$ cat config.mk
export PLATFORM = sky130hd
export DESIGN_NAME = wb_host_master
export DESIGN_NICKNAME = d
export VERILOG_FILES = /design/src/rtl/wb_host_pkg.sv /design/src/rtl/wb_host_timeout.sv /design/src/rtl/wb_host_master.sv
export SDC_FILE = /design/constraint.sdc
export NUM_CORES = 1
export LEC_CHECK = 0
export BUFFER_PORTS_ARGS = -buffer_cell sky130_fd_sc_hd__buf_4
export CAP_MARGIN = 0
export CORE_MARGIN = 4
export CORE_UTILIZATION = 30
export DETAILED_ROUTE_END_ITERATION = 10
export GPL_TIMING_DRIVEN = 0
export PLACE_DENSITY_LB_ADDON = 0.15
export SKIP_CTS_REPAIR_TIMING = 1
export SYNTH_ARGS = -nofsm -noshare
export SYNTH_HDL_FRONTEND = slang
export SYNTH_SLANG_ARGS = --single-unit
$ cat constraint.sdc
create_clock -name wb_clk_i -period 1.8 [get_ports wb_clk_i]
set_clock_uncertainty 0.2 [all_clocks]
set_input_delay 0.27 -clock wb_clk_i [delete_from_list [all_inputs] [get_ports wb_clk_i]]
set_output_delay 0.27 -clock wb_clk_i [all_outputs]
set_load 0.02 [all_outputs]
$ cat src/rtl/wb_host_pkg.sv
// Purpose: shared types and constants for the Wishbone host initiator.
// Latency: n/a (declarations only).
// Backpressure: n/a.
package wb_host_pkg;

  localparam int WB_ADR_W = 32;
  localparam int WB_DAT_W = 32;
  localparam int WB_SEL_W = 4;

  // Accelerator slave windows; the upper 12 address bits select the window.
  localparam logic [WB_ADR_W-1:0] SUDOKU_BASE = 32'h3000_0000;
  localparam logic [WB_ADR_W-1:0] UART_BASE   = 32'h3080_0000;
  localparam logic [WB_ADR_W-1:0] WINDOW_MASK = 32'hFFF0_0000;

  typedef enum logic [1:0] {
    IDLE = 2'd0,
    BUS  = 2'd1,
    RESP = 2'd2
  } wb_host_state_e;

  // True when addr falls inside the window starting at base.
  function automatic logic in_window(input logic [WB_ADR_W-1:0] addr,
                                     input logic [WB_ADR_W-1:0] base);
    return (addr & WINDOW_MASK) == base;
  endfunction

endpackage

$ cat src/rtl/wb_host_timeout.sv
// Purpose: watchdog counting Wishbone cycles that have not been acknowledged.
// Latency: expired is combinational from the count; it flags the edge at which the count reaches the limit.
// Backpressure: none; counts only while en is high, saturates at the limit.
module wb_host_timeout #(
  parameter int unsigned TIMEOUT_CYCLES = 255
) (
  input  logic clk,
  input  logic rst,
  input  logic clr,
  input  logic en,
  output logic expired
);

  localparam int unsigned CW = $clog2(TIMEOUT_CYCLES + 1);

  logic [CW-1:0] cnt;

  // Count un-acked bus cycles; cleared whenever no cycle is in flight, never wraps.
  always_ff @(posedge clk) begin
    if (rst || clr) begin
      cnt <= '0;
    end else if (en && (cnt != CW'(TIMEOUT_CYCLES))) begin
      cnt <= cnt + CW'(1);
    end
  end

  // The increment happening at this edge brings the count to the limit.
  assign expired = en && (cnt == CW'(TIMEOUT_CYCLES - 1));

endmodule

$ cat src/rtl/wb_host_master.sv
// Purpose: single-outstanding Wishbone classic initiator bridging a req/rsp valid-ready pair (watchdog under WB_HOST_MASTER_TIMEOUT_EN).
// Latency: request handshake -> cyc/stb next cycle; ack -> rsp_valid next cycle (2 cycles with a zero-wait slave).
// Backpressure: req_ready only in IDLE; the response is held until rsp_ready, blocking new requests.
module wb_host_master
  import wb_host_pkg::*;
#(
  parameter int unsigned TIMEOUT_CYCLES = 255
) (
  input  logic                wb_clk_i,
  input  logic                wb_rst_i,
  input  logic                req_valid,
  output logic                req_ready,
  input  logic                req_we,
  input  logic [WB_ADR_W-1:0] req_adr,
  input  logic [WB_DAT_W-1:0] req_dat,
  input  logic [WB_SEL_W-1:0] req_sel,
  output logic                rsp_valid,
  input  logic                rsp_ready,
  output logic [WB_DAT_W-1:0] rsp_dat,
  output logic                rsp_err,
  output logic [WB_ADR_W-1:0] wb_adr_o,
  output logic [WB_DAT_W-1:0] wb_dat_o,
  output logic [WB_SEL_W-1:0] wb_sel_o,
  output logic                wb_we_o,
  output logic                wb_cyc_o,
  output logic                wb_stb_o,
  input  logic                wb_ack_i,
  input  logic [WB_DAT_W-1:0] wb_dat_i
);

  wb_host_state_e state;
  logic           tmo_expired;

`ifdef WB_HOST_MASTER_TIMEOUT_EN
  wb_host_timeout #(
    .TIMEOUT_CYCLES(TIMEOUT_CYCLES)
  ) u_timeout (
    .clk     (wb_clk_i),
    .rst     (wb_rst_i),
    .clr     (state != BUS),
    .en      ((state == BUS) && !wb_ack_i),
    .expired (tmo_expired)
  );
`else
  // Without the watchdog a cycle waits for its ack indefinitely.
  logic unused_timeout_cfg;
  assign unused_timeout_cfg = ^TIMEOUT_CYCLES;
  assign tmo_expired        = 1'b0;
`endif

  // Ready only in IDLE and never while reset is held, so nothing is accepted during the reset cycle.
  assign req_ready = (state == IDLE) && !wb_rst_i;

  // Transaction FSM with registered bus and response outputs.
  always_ff @(posedge wb_clk_i) begin
    if (wb_rst_i) begin
      state     <= IDLE;
      rsp_valid <= 1'b0;
      rsp_dat   <= '0;
      rsp_err   <= 1'b0;
      wb_cyc_o  <= 1'b0;
      wb_stb_o  <= 1'b0;
      wb_we_o   <= 1'b0;
      wb_adr_o  <= '0;
      wb_dat_o  <= '0;
      wb_sel_o  <= '0;
    end else begin
      unique case (state)
        IDLE: begin
          if (req_valid) begin
            wb_we_o  <= req_we;
            wb_adr_o <= req_adr;
            wb_dat_o <= req_dat;
            wb_sel_o <= req_sel;
            wb_cyc_o <= 1'b1;
            wb_stb_o <= 1'b1;
            state    <= BUS;
          end
        end
        BUS: begin
          // Ack takes priority over a watchdog expiry on the same edge.
          if (wb_ack_i) begin
            rsp_dat   <= wb_we_o ? '0 : wb_dat_i;
            rsp_err   <= 1'b0;
            rsp_valid <= 1'b1;
            wb_cyc_o  <= 1'b0;
            wb_stb_o  <= 1'b0;
            state     <= RESP;
          end else if (tmo_expired) begin
            rsp_dat   <= '0;
            rsp_err   <= 1'b1;
            rsp_valid <= 1'b1;
            wb_cyc_o  <= 1'b0;
            wb_stb_o  <= 1'b0;
            state     <= RESP;
          end
        end
        RESP: begin
          if (rsp_ready) begin
            rsp_valid <= 1'b0;
            state     <= IDLE;
          end
        end
        default: begin
          state <= IDLE;
        end
      endcase
    end
  end

endmodule

# Yosys cells after proc, flatten, opt, wreduce, memory -nomap -nowiden
# Index checks and enable logic that the tools add are counted.
[totals] regBits=105 elab_cells=34
[op_classes] eq_ne=5 mux=11 n_reduce_logical=10
[op_table] cell="32-bit 2-to-1 mux" n=1
[op_table] cell="3-bit AND reduction" n=3
[op_table] cell="2-bit 2-to-1 mux" n=3
[op_table] cell="2-bit != test (second input constant)" n=3
[op_table] cell="2-bit case mux with 3 select lines" n=1
[op_table] cell="1-bit 2-to-1 mux" n=4
[op_table] cell="1-bit case mux with 2 select lines" n=2
[op_table] cell="2-bit AND reduction" n=2
[op_table] cell="2-bit nonzero test" n=2
[op_table] cell="2-bit by 1-bit equality test with 1-bit output (second input constant)" n=1
[op_table] cell="2-bit equality test (second input constant)" n=1
[op_table] cell="2-bit zero test" n=1
[op_table] cell="1-bit logical AND" n=1
[op_table] cell="1-bit zero test" n=1

# Depth between registers and ports, before layout
[depth] word_depth=3 ltp_mapped=5 depth_no_buf=2

# Least setup slack after synthesis
# No wires, ideal clock.
[synth_path] kind="input to output" start="input port wb_rst_i" end="output port req_ready" t_arrival_ns=1.015 t_required_ns=1.330 slack_ns=0.315 stages=3 path_cell_list="buf_6 clkbuf_1 nor3_1"
[synth_via] elab_chain_cells=2
[synth_rtl] element="start: declaration" line="wb_host_master.sv:10" rtl="input logic wb_rst_i,"
[synth_rtl] element="1-bit zero test" line="wb_host_master.sv:52" rtl="assign req_ready = (state == IDLE) && !wb_rst_i;"
[synth_rtl] element="1-bit logical AND" line="wb_host_master.sv:52"
[synth_rtl] element="end: declaration" line="wb_host_master.sv:12" rtl="output logic req_ready,"
# Every way passes these cells.

# Final worst setup path
[layout_path] start="register state[1]" end="register wb_adr_o[27]"
[layout_via] elab_chain_cells=2
[layout_rtl] element="start: declaration" line="wb_host_master.sv:31" rtl="wb_host_state_e state;"
[layout_rtl] element="start signal: assignment" line="wb_host_master.sv:57" rtl="state <= IDLE;"
[layout_rtl] element="start signal: assignment" line="wb_host_master.sv:77" rtl="state <= BUS;"
[layout_rtl] element="start signal: assignment" line="wb_host_master.sv:88" rtl="state <= RESP;"
[layout_rtl] element="2-bit zero test" line="wb_host_master.sv:68" rtl="unique case (state)"
[layout_rtl] element="2-bit AND reduction (no source line)"
[layout_rtl] element="end signal: assignment" line="wb_host_master.sv:72" rtl="wb_adr_o <= req_adr;"
[layout_rtl] element="end: declaration" line="wb_host_master.sv:21" rtl="output logic [WB_ADR_W-1:0] wb_adr_o,"
# Every way passes these cells.
# A chain may end at the register's enable or synchronous reset.

==> results.toml <==
[power]
p_sw_share_pct = 26.8
power_switching_w = 0.00148
internal_power_w = 0.00404
leakage_nw = 3.10
pwr-share-seq_pct = 46.4
clkPwrFrac_pct = 32.1
powerDensity_mw_per_mm2 = 782
combinationalPowerShare_pct = 21.5
peakVddDrop_uv = 404

[global_routing]
track_usage_pct = 14.3
grt_antenna_before_repair = 0
grt_pass1_wl_um = 20900
first_global_vias = 4029
grt_max_degree = 16
overflow = 0

[finish]
layout.nets = 802
fill_cells = 1572
drive_above_1_share_pct = 38.5
n_antenna_cell = 0
post-route-util_pct = 44.6
area_growth_pct = 46.0

[worst_setup_path]
crit_fanout = 10
crit_path_end_kind = "flip-flop"
worst-setup-path-type = "reg -> reg"
rrSetupSlack_ps = 230
crit_top_cell = "buf_6"
slowest_stage = "dfxtp_1"
arrival_ps = 1640
required_ps = 1870
start_kind = "flip-flop"
max_stage_delay_ps = 370
path_cells = "nor3b_2 -> buf_6 -> buf_6 -> buf_8 -> mux2i_1"

[die]
die_area_sq_mm = 0.0182
io_pins = 212
fp.dieH_um = 135
core-area_sq_mm = 0.0158
die_x_um = 135
start_util_pct = 30.6
placementRows = 46

[yosys]
synth_cells = 463
synth-seq-cells = 105
synth_fp_nets = 569
ys_types = 21
ys_seq_area_share_pct = 43.5
syn-cell-area_sq_mm = 0.00484
synth_warnings = 0
synth.avg_cell_area_sq_um = 10.4

[sta]
whs_ps = -7.00
finalSetupViolCount = 0
fin_crit_sh_pct = 87.3
slew_viol_final = 0
fmax_mhz = 637
rsz0062_at_grt = "no"
setup-tns-final_ps = 0
hold_viol = 10
period_needed_ps = 1570

[clock_tree]
cts-htree-levels = 3
clk_pin_slew_ps = 70
insertion_delay_ps = 340
cts_tree = "yes"
numCtsBuffers = 9
cts_num_sinks = 105
clk_path_buf_depth = 2
cts_root_buf = "clkbuf_16"

[route]
vias = 3951
vias_per_cell = 4.31
ant_nets = 0
drtPass1Iterations = 4
wire_per_inst_um = 14.7
wirelength_um = 13500
drt-initial-drc-count = 102
route.detailed.drc = 0

[worst_hold_path]
hp-class = "in -> reg"

[place]
hpwl_um = 10200
place_congestion = 0.735
port_buffers = 209

[status]
outcome = "finished, violations left"
violations = "hold timing"

[run]
max-cap-violations = 0
[power by group through the flow]
| stage | sequential [W] | clock, W | combinational (W) |
|---|---|---|---|
| after floorplan | 0.00278 | 0 | 0.000482 |
| after global placement | 0.00261 | 0 | 0.00117 |
| after detailed placement | 0.00262 | 0 | 0.00119 |
| after CTS | 0.00257 | 0.00187 | 0.00119 |
| after global routing | 0.00258 | 0.00193 | 0.00128 |
| final | 0.00256 | 0.00177 | 0.00119 |
[layout by cell type, fill, tap and decap left out]
master / n
a2111oi_0: 1
inv_1: 1
buf_2: 1
buf_6: 11
and3b_1: 2
mux2i_1: 101
nand2b_1: 173
o21ba_2: 1
a211oi_1: 1
nor3b_2: 1
clkbuf_1: 23
o32ai_1: 1
buf_4: 216
or3b_2: 26
dlygate4sd3_1: 13
nor3_1: 1
a21oi_1: 1
nor3b_1: 1
clkbuf_16: 9
conb_1: 1
clkinv_2: 4
buf_8: 1
dfxtp_1: 105
or3b_1: 6
[routing by layer]
| layer | vias up | wire, um | track usage, % |
|---|---|---|---|
| li1 | 1983 | - | - |
| met1 | 1834 | 5880 | 18.6 |
| met2 | 119 | 6410 | 22.7 |
| met3 | 15 | 948 | 4.14 |
| met4 | 0 | 237 | 5.15 |
| met5 | - | 0 | 0 |
[critical path: cells and delay by family, from the launching register on]
family                 cells  cell delay [ps]
muxes                      1              190
and+or+nand+nor            1              220
buffers and inverters      3              530
DFF                        1              370
[kinds of logic after synthesis]
group,after synthesis,synth area share [%]
flops,105,43.5
mux,101,20.9
compound gates,5,0.828
other cells,1,0.0775
buf+inv,41,5.69
simple gates,210,29.0
[area by class of cell]
| class | instances | area (sq um) | area share (%) |
|---|---|---|---|
| buffer | 40 | 272 | 3.84 |
| inverter | 1 | 3.75 | 0.0531 |
| clock inverter | 4 | 20.0 | 0.283 |
| sequential | 105 | 2100 | 29.8 |
| clock buffer | 12 | 236 | 3.35 |
| tap | 216 | 270 | 3.83 |
| timing repair buffer | 222 | 1700 | 24.1 |
| multi-input combinational | 317 | 2460 | 34.8 |
[registers in the layout, summed over array words and instances (netlist names)]
register / count
rsp_dat: 32
rsp_valid: 1
state: 2
wb_adr_o: 32
wb_dat_o: 32
wb_sel_o: 4
wb_stb_o: 1
wb_we_o: 1
[cells in the mapped netlist (all sizes together)]
cell type / instances / area share [%]
nand2b: 173 / 22
dfxtp: 105 / 43
mux2i: 101 / 21
or3b: 32 / 5.8
buf: 20 / 4.1
clkbuf: 20 / 1.6
and3b: 2 / 0.36
nor3b: 2 / 0.41
a2111oi: 1 / 0.18
a211oi: 1 / 0.16
a21oi: 1 / 0.10
conb: 1 / 0.078
inv: 1 / 0.078
nor3: 1 / 0.10
o21ba: 1 / 0.21
o32ai: 1 / 0.18
[path summary, 6_finish.rpt]
| kind | cells past startpoint | end | from |
|---|---|---|---|
| max reg2reg | 5 | wb_adr_o[27] | state[1] |
| min | 3 | wb_dat_o[7] | req_dat[7] |
| max | 5 | wb_adr_o[27] | state[1] |
| min reg2reg | 2 | wb_adr_o[20] | wb_adr_o[20] |
[through the flow]
step / total power [W] / hold slack (ps) / area [sq um] / worst slack (ps) / cells
6_report: 0.00552 / -7.00 / 7060 / 229 / 917
4_1_cts: 0.00562 / -27.0 / 6930 / 181 / 904
2_1_floorplan: 0.00326 / 225 / 4840 / 315 / 463
3_5_place_dp: 0.00380 / 262 / 6680 / 99.4 / 888
3_3_place_gp: 0.00378 / 261 / 6680 / 118 / 888
5_1_grt: 0.00579 / 0.762 / 7060 / 105 / 917
No activity file was read; power rests on OpenSTA's default activity.
